--- config.mk ---
export PLATFORM = sky130hd
export DESIGN_NAME = alu_req_arbiter
export DESIGN_NICKNAME = d
export VERILOG_FILES = /design/src/rtl/alu_req_arbiter.sv
export SDC_FILE = /design/constraint.sdc
export NUM_CORES = 1
export LEC_CHECK = 0
export CAP_MARGIN = 10
export CORE_AREA = 2 2 192 194
export DETAILED_ROUTE_END_ITERATION = 7
export DIE_AREA = 0 0 194 196
export PLACE_DENSITY = 0.5
export SLEW_MARGIN = 20
export SYNTH_ARGS = -nofsm -noshare
export SYNTH_HDL_FRONTEND = slang
export SYNTH_SLANG_ARGS = --single-unit
export TNS_END_PERCENT = 30
--- constraint.sdc ---
create_clock -name clk -period 3.8 [get_ports clk]
set_input_delay 0.38 -clock clk [delete_from_list [all_inputs] [get_ports clk]]
set_output_delay 0.38 -clock clk [all_outputs]
set_load 0.01 [all_outputs]
--- src/rtl/alu_req_arbiter.sv ---
// Round-robin arbiter sharing one registered ALU between NUM_REQ valid/ready requesters.
// One operation in flight at a time; illegal op_codes are answered with resp_err and no ALU use.
module alu_req_arbiter #(
    parameter int unsigned NUM_REQ = 4,
    parameter int unsigned ALU_LAT = 1
) (
    input  logic                 clk,
    input  logic                 rst,
    input  logic [NUM_REQ-1:0]   req_valid,
    output logic [NUM_REQ-1:0]   req_ready,
    input  logic [NUM_REQ*32-1:0] req_a,
    input  logic [NUM_REQ*32-1:0] req_b,
    input  logic [NUM_REQ*5-1:0] req_op,
    output logic [NUM_REQ-1:0]   resp_valid,
    input  logic [NUM_REQ-1:0]   resp_ready,
    output logic [63:0]          resp_data,
    output logic                 resp_err,
    output logic [31:0]          alu_a,
    output logic [31:0]          alu_b,
    output logic [4:0]           alu_op_code,
    output logic                 alu_en,
    input  logic [63:0]          alu_out
);

    localparam int unsigned IDX_W = $clog2(NUM_REQ);
    localparam int unsigned CNT_W = 3;

    typedef enum logic [1:0] {
        S_IDLE = 2'd0,
        S_EXEC = 2'd1,
        S_RESP = 2'd2
    } state_t;

    state_t             r_state;
    logic [IDX_W-1:0]   r_ptr;
    logic [IDX_W-1:0]   r_gnt;
    logic [CNT_W-1:0]   r_cnt;
    logic [NUM_REQ-1:0] r_resp_valid;
    logic [63:0]        r_resp_data;
    logic               r_resp_err;
    logic [31:0]        r_alu_a;
    logic [31:0]        r_alu_b;
    logic [4:0]         r_alu_op;
    logic               r_alu_en;

    logic               w_found;
    logic [IDX_W-1:0]   w_win;
    logic [NUM_REQ-1:0] w_ready;
    logic               w_accept;
    logic [31:0]        w_sel_a;
    logic [31:0]        w_sel_b;
    logic [4:0]         w_sel_op;
    logic               w_legal;

    // First valid requester after the pointer, wrapping around.
    always_comb begin
        int unsigned v_idx;
        w_found = 1'b0;
        w_win   = '0;
        v_idx   = 0;
        for (int unsigned k = 1; k <= NUM_REQ; k++) begin
            v_idx = (32'(r_ptr) + k) % NUM_REQ;
            if (!w_found && req_valid[IDX_W'(v_idx)]) begin
                w_found = 1'b1;
                w_win   = IDX_W'(v_idx);
            end
        end
    end

    always_comb begin
        w_sel_a  = '0;
        w_sel_b  = '0;
        w_sel_op = '0;
        for (int unsigned i = 0; i < NUM_REQ; i++) begin
            if (w_win == IDX_W'(i)) begin
                w_sel_a  = req_a[32*i +: 32];
                w_sel_b  = req_b[32*i +: 32];
                w_sel_op = req_op[5*i +: 5];
            end
        end
    end

    always_comb begin
        case (w_sel_op)
            5'b00001, 5'b00010, 5'b00011, 5'b00100, 5'b00101,
            5'b00110, 5'b00111, 5'b01000, 5'b01010: w_legal = 1'b1;
            default:                                w_legal = 1'b0;
        endcase
    end

    // Grant is withheld while reset is asserted so no ready leaks out during reset.
    assign w_ready  = (rst && r_state == S_IDLE && w_found) ? (NUM_REQ'(1) << w_win) : '0;
    assign w_accept = |(req_valid & w_ready);

    always_ff @(posedge clk or negedge rst) begin
        if (!rst) begin
            r_state      <= S_IDLE;
            r_ptr        <= IDX_W'(NUM_REQ - 1);
            r_gnt        <= '0;
            r_cnt        <= '0;
            r_resp_valid <= '0;
            r_resp_data  <= '0;
            r_resp_err   <= 1'b0;
            r_alu_a      <= '0;
            r_alu_b      <= '0;
            r_alu_op     <= '0;
            r_alu_en     <= 1'b0;
        end else begin
            case (r_state)
                S_IDLE: begin
                    if (w_accept) begin
                        r_gnt <= w_win;
                        r_ptr <= w_win;
                        if (w_legal) begin
                            r_alu_a  <= w_sel_a;
                            r_alu_b  <= w_sel_b;
                            r_alu_op <= w_sel_op;
                            r_alu_en <= 1'b1;
                            r_cnt    <= CNT_W'(ALU_LAT);
                            r_state  <= S_EXEC;
                        end else begin
                            r_resp_err  <= 1'b1;
                            r_resp_data <= '0;
                            r_state     <= S_RESP;
                        end
                    end
                end
                S_EXEC: begin
                    if (r_cnt == '0) begin
                        r_resp_data  <= alu_out;
                        r_resp_err   <= 1'b0;
                        r_resp_valid <= NUM_REQ'(1) << r_gnt;
                        r_alu_en     <= 1'b0;
                        r_state      <= S_RESP;
                    end else begin
                        r_cnt <= r_cnt - CNT_W'(1);
                    end
                end
                S_RESP: begin
                    // Illegal-op path enters here without a valid yet; raise it one cycle later.
                    if (r_resp_valid == '0) begin
                        r_resp_valid <= NUM_REQ'(1) << r_gnt;
                    end else if (resp_ready[r_gnt]) begin
                        r_resp_valid <= '0;
                        r_state      <= S_IDLE;
                    end
                end
                default: r_state <= S_IDLE;
            endcase
        end
    end

    assign req_ready   = w_ready;
    assign resp_valid  = r_resp_valid;
    assign resp_data   = r_resp_data;
    assign resp_err    = r_resp_err;
    assign alu_a       = r_alu_a;
    assign alu_b       = r_alu_b;
    assign alu_op_code = r_alu_op;
    assign alu_en      = r_alu_en;

endmodule

==> run_results.csv <==
group,metric,value,unit
outcome,status,"finished clean",
drt,drtIter0Drc,158,
clock_network,cts_tree,"done",
drt,antenna_left,0,
logic_synthesis,syn-num-nets,975,
power,clockPowerShare,17.9,%
finish,layout_commonest_cell,"clkdlybuf4s50_1",
drt,routed_wl,31800,µm
floorplan,core_area,0.0361,mm²
timing,finClkSkew,5.03,ps
logic_synthesis,avgSynthCellArea,12.7,µm²
floorplan,die_y,196,µm
floorplan,io_pins,493,
global_route,grt_pass1_vias,7472,
finish,nFillCells,3633,
power,seqPwrFrac,28.8,%
timing,hold_viol,0,
power,power.leakage,6.06,nW
timing,fmax,290,MHz
logic_synthesis,synth_edf_count,0,
finish,nets,1453,
drt,vias,7061,
place,place.detailed.hpwl,24500,µm
critical_path,r2r_start,"r_ptr[1]",
clock_network,root_buffer,"clkbuf_16",
finish,final_cell_mix,"clkdlybuf4s50_1 (491), mux2i_1 (195), dfrtp_1 (146), a22o_1 (64), mux2_2 (62)",
timing,setup_viol,0,
run,cap_viol_max_count,0,
power,cellPowerDensity,671,mW/mm²
clock_network,cts_buffers,17,
timing,rsz0062_at_grt,"no",
critical_path,arrival,3070,ps
clock_network,cts_setup_buffers,0,
logic_synthesis,syn_inst,623,
floorplan,start_util,21.9,%
logic_synthesis,synthesis.area,0.00791,mm²
timing,fin_ws,351,ps
clock_network,clk_pin_slew_worst_paths,60,ps
logic_synthesis,synth_top_area_cell,"dfrtp_1",
timing,fin_hold_ws,394,ps
global_route,use_met3,6.95,%
min_path,hold_class,"primary input to asynchronous set/reset pin",
global_route,use_met1,18.7,%
power,p_int,6.03,mW
logic_synthesis,synth_top_area_share,46.2,%
clock_network,cts.sinks,148,
critical_path,crit_fanout,30,
finish,drive_gt1_share,10.3,%
logic_synthesis,synthArstFlopShare,100,%
drt,drt-pass1-iter-count,4,
critical_path,crit_required,3420,ps
global_route,grt_start_max_net_pins,77,
place,io_buffers,492,
clock_network,insertion_delay,430,ps
global_route,grt_antenna_before_repair,7,
drt,wl_per_cell,20.1,µm
critical_path,startpoint_type,"flop",
drt,drc,0,
finish,area_delta_synth_final,76.0,%
critical_path,ff2ff_setup_slack,590,ps
logic_synthesis,synthTopCellsByArea,"dfrtp_1 (46%), mux2i_1 (25%), mux2_2 (8.8%), a22o_1 (7.1%), mux2_1 (1.3%)",
place,post-place-ws,258,ps
critical_path,critPathKind,"flop to output port",
global_route,grt_usage,16.5,%
power,combPwrFrac,53.3,%
critical_path,r2r_cells,9,
clock_network,cts_buffer_depth,2,
timing,tightest_slew,862,ps
floorplan,die_x,194,µm
logic_synthesis,yosysSeqAreaShare,46.9,%
drt,vias_per_cell,4.45,
power,finalPower,9.35,mW
floorplan,dieArea,0.0380,mm²
timing,fin_crit,3450,ps
finish,fin_util,38.6,%
global_route,met2_usage,27.5,%
logic_synthesis,synth_warnings,0,
global_route,grt_pass1_wl,47100,µm
floorplan,rows,70,
global_route,grt_overflow,0,
timing,fin_setup_tns,0,ps
power,ir_drop,340,µV
logic_synthesis,synthFlopType,"dfrtp_1",
timing,relSlewSlack,42.5,%
clock_network,htree_levels,4,
logic_synthesis,yosysUniqueCellTypes,49,
critical_path,r2r_end,"alu_a[19]",
power,p_sw_share,35.5,%
timing,period_share,90.8,%
power,p_sw,3.32,mW
timing,report.final.slew_viol_count,0,
global_route,grt_busiest_layer,"met2",
logic_synthesis,yosys_register_bits,148,
place,gp_congestion,0.783,
critical_path,end_kind,"output port",
synthesized netlist by cell type, drive strengths merged, types with 5 or more instances:
master  count
mux2i     195
dfrtp     146
mux2       71
a22o       64
buf        30
clkbuf     15
o21ai      13
nor2       12
nand2       9
a21oi       8
a32oi       8
inv         6
nand3       5
cell families after synthesis:
family          count (synthesis)  share of synthesized area, %
compound gates                108                          11.0
fa+ha+maj                       2                         0.316
buf+inv                        51                          3.37
flops                         148                          46.9
mux                           267                          35.1
simple gates                   47                          3.37
per-layer routing:
| metal | share of wire, % | routed length (µm) |
|---|---|---|
| met1 | 39 | 12500 |
| met3 | 9.6 | 3070 |
| met4 | 2.0 | 622 |
| met2 | 49 | 15600 |
| met5 | 0.13 | 41 |
worst max-delay path, cell delays in order (launching register included):
cell and delay [ps]:
dfstp_2 600, mux2i_1 230, a2bb2oi_2 270, and2_4 330, buf_4 540, nor3_1 140, clkdlybuf4s50_1 510
worst max path at each step:
stage	startpoint	end	slack [ps]
after floorplan	r_ptr[1]	alu_b[17]	1100
after global placement	req_valid[3]	alu_b[24]	410
after detailed placement	req_valid[3]	alu_b[18]	260
after CTS	r_ptr[1]	req_ready[1]	280
after global routing	r_ptr[1]	req_ready[1]	190
final	r_ptr[1]	req_ready[1]	350
through the flow:
step | instances | instance area [µm²]
2_1_floorplan | 623 | 7910
3_3_place_gp | 1549 | 13300
3_5_place_dp | 1549 | 13300
4_1_cts | 1582 | 13900
5_1_grt | 1585 | 13900
6_report | 1585 | 13900
power groups by stage:
stage                     Sequential [mW]  Clock, mW  Combinational [mW]
after CTS                            2.69       1.74                5.08
after global routing                 2.79       1.80                5.36
after floorplan                      2.96          0                2.40
final                                2.69       1.67                4.98
after detailed placement             2.70          0                5.08
after global placement               2.71          0                5.05
cell type report:
type                            instances  area (µm²)  area share, %
Timing Repair Buffer                  504        5080           36.5
Multi-Input combinational cell        424        3950           28.4
Sequential cell                       148        3710           26.6
Tap cell                              468         586           4.21
Clock buffer                           20         437           3.14
Clock inverter                         12         131          0.943
Inverter                                6        22.5          0.162
Antenna cell                            3        7.51         0.0539
sequential cells by signal (all words and copies together) (netlist names):
register	flops
r_state	2
resp_data	64
alu_en	1
alu_op_code	5
r_cnt	3
resp_valid	4
r_gnt	2
alu_a	32
r_ptr	2
alu_b	32
resp_err	1
what timing repair did:
action / 4_1_cts / 5_1_grt
hold buffers: 1 / 0
endpoints found under the setup margin: 0 / 0
endpoints found under the hold margin: 29 / 0
gates resized for setup: 0 / 0
No activity file was read; power rests on OpenSTA's default activity.
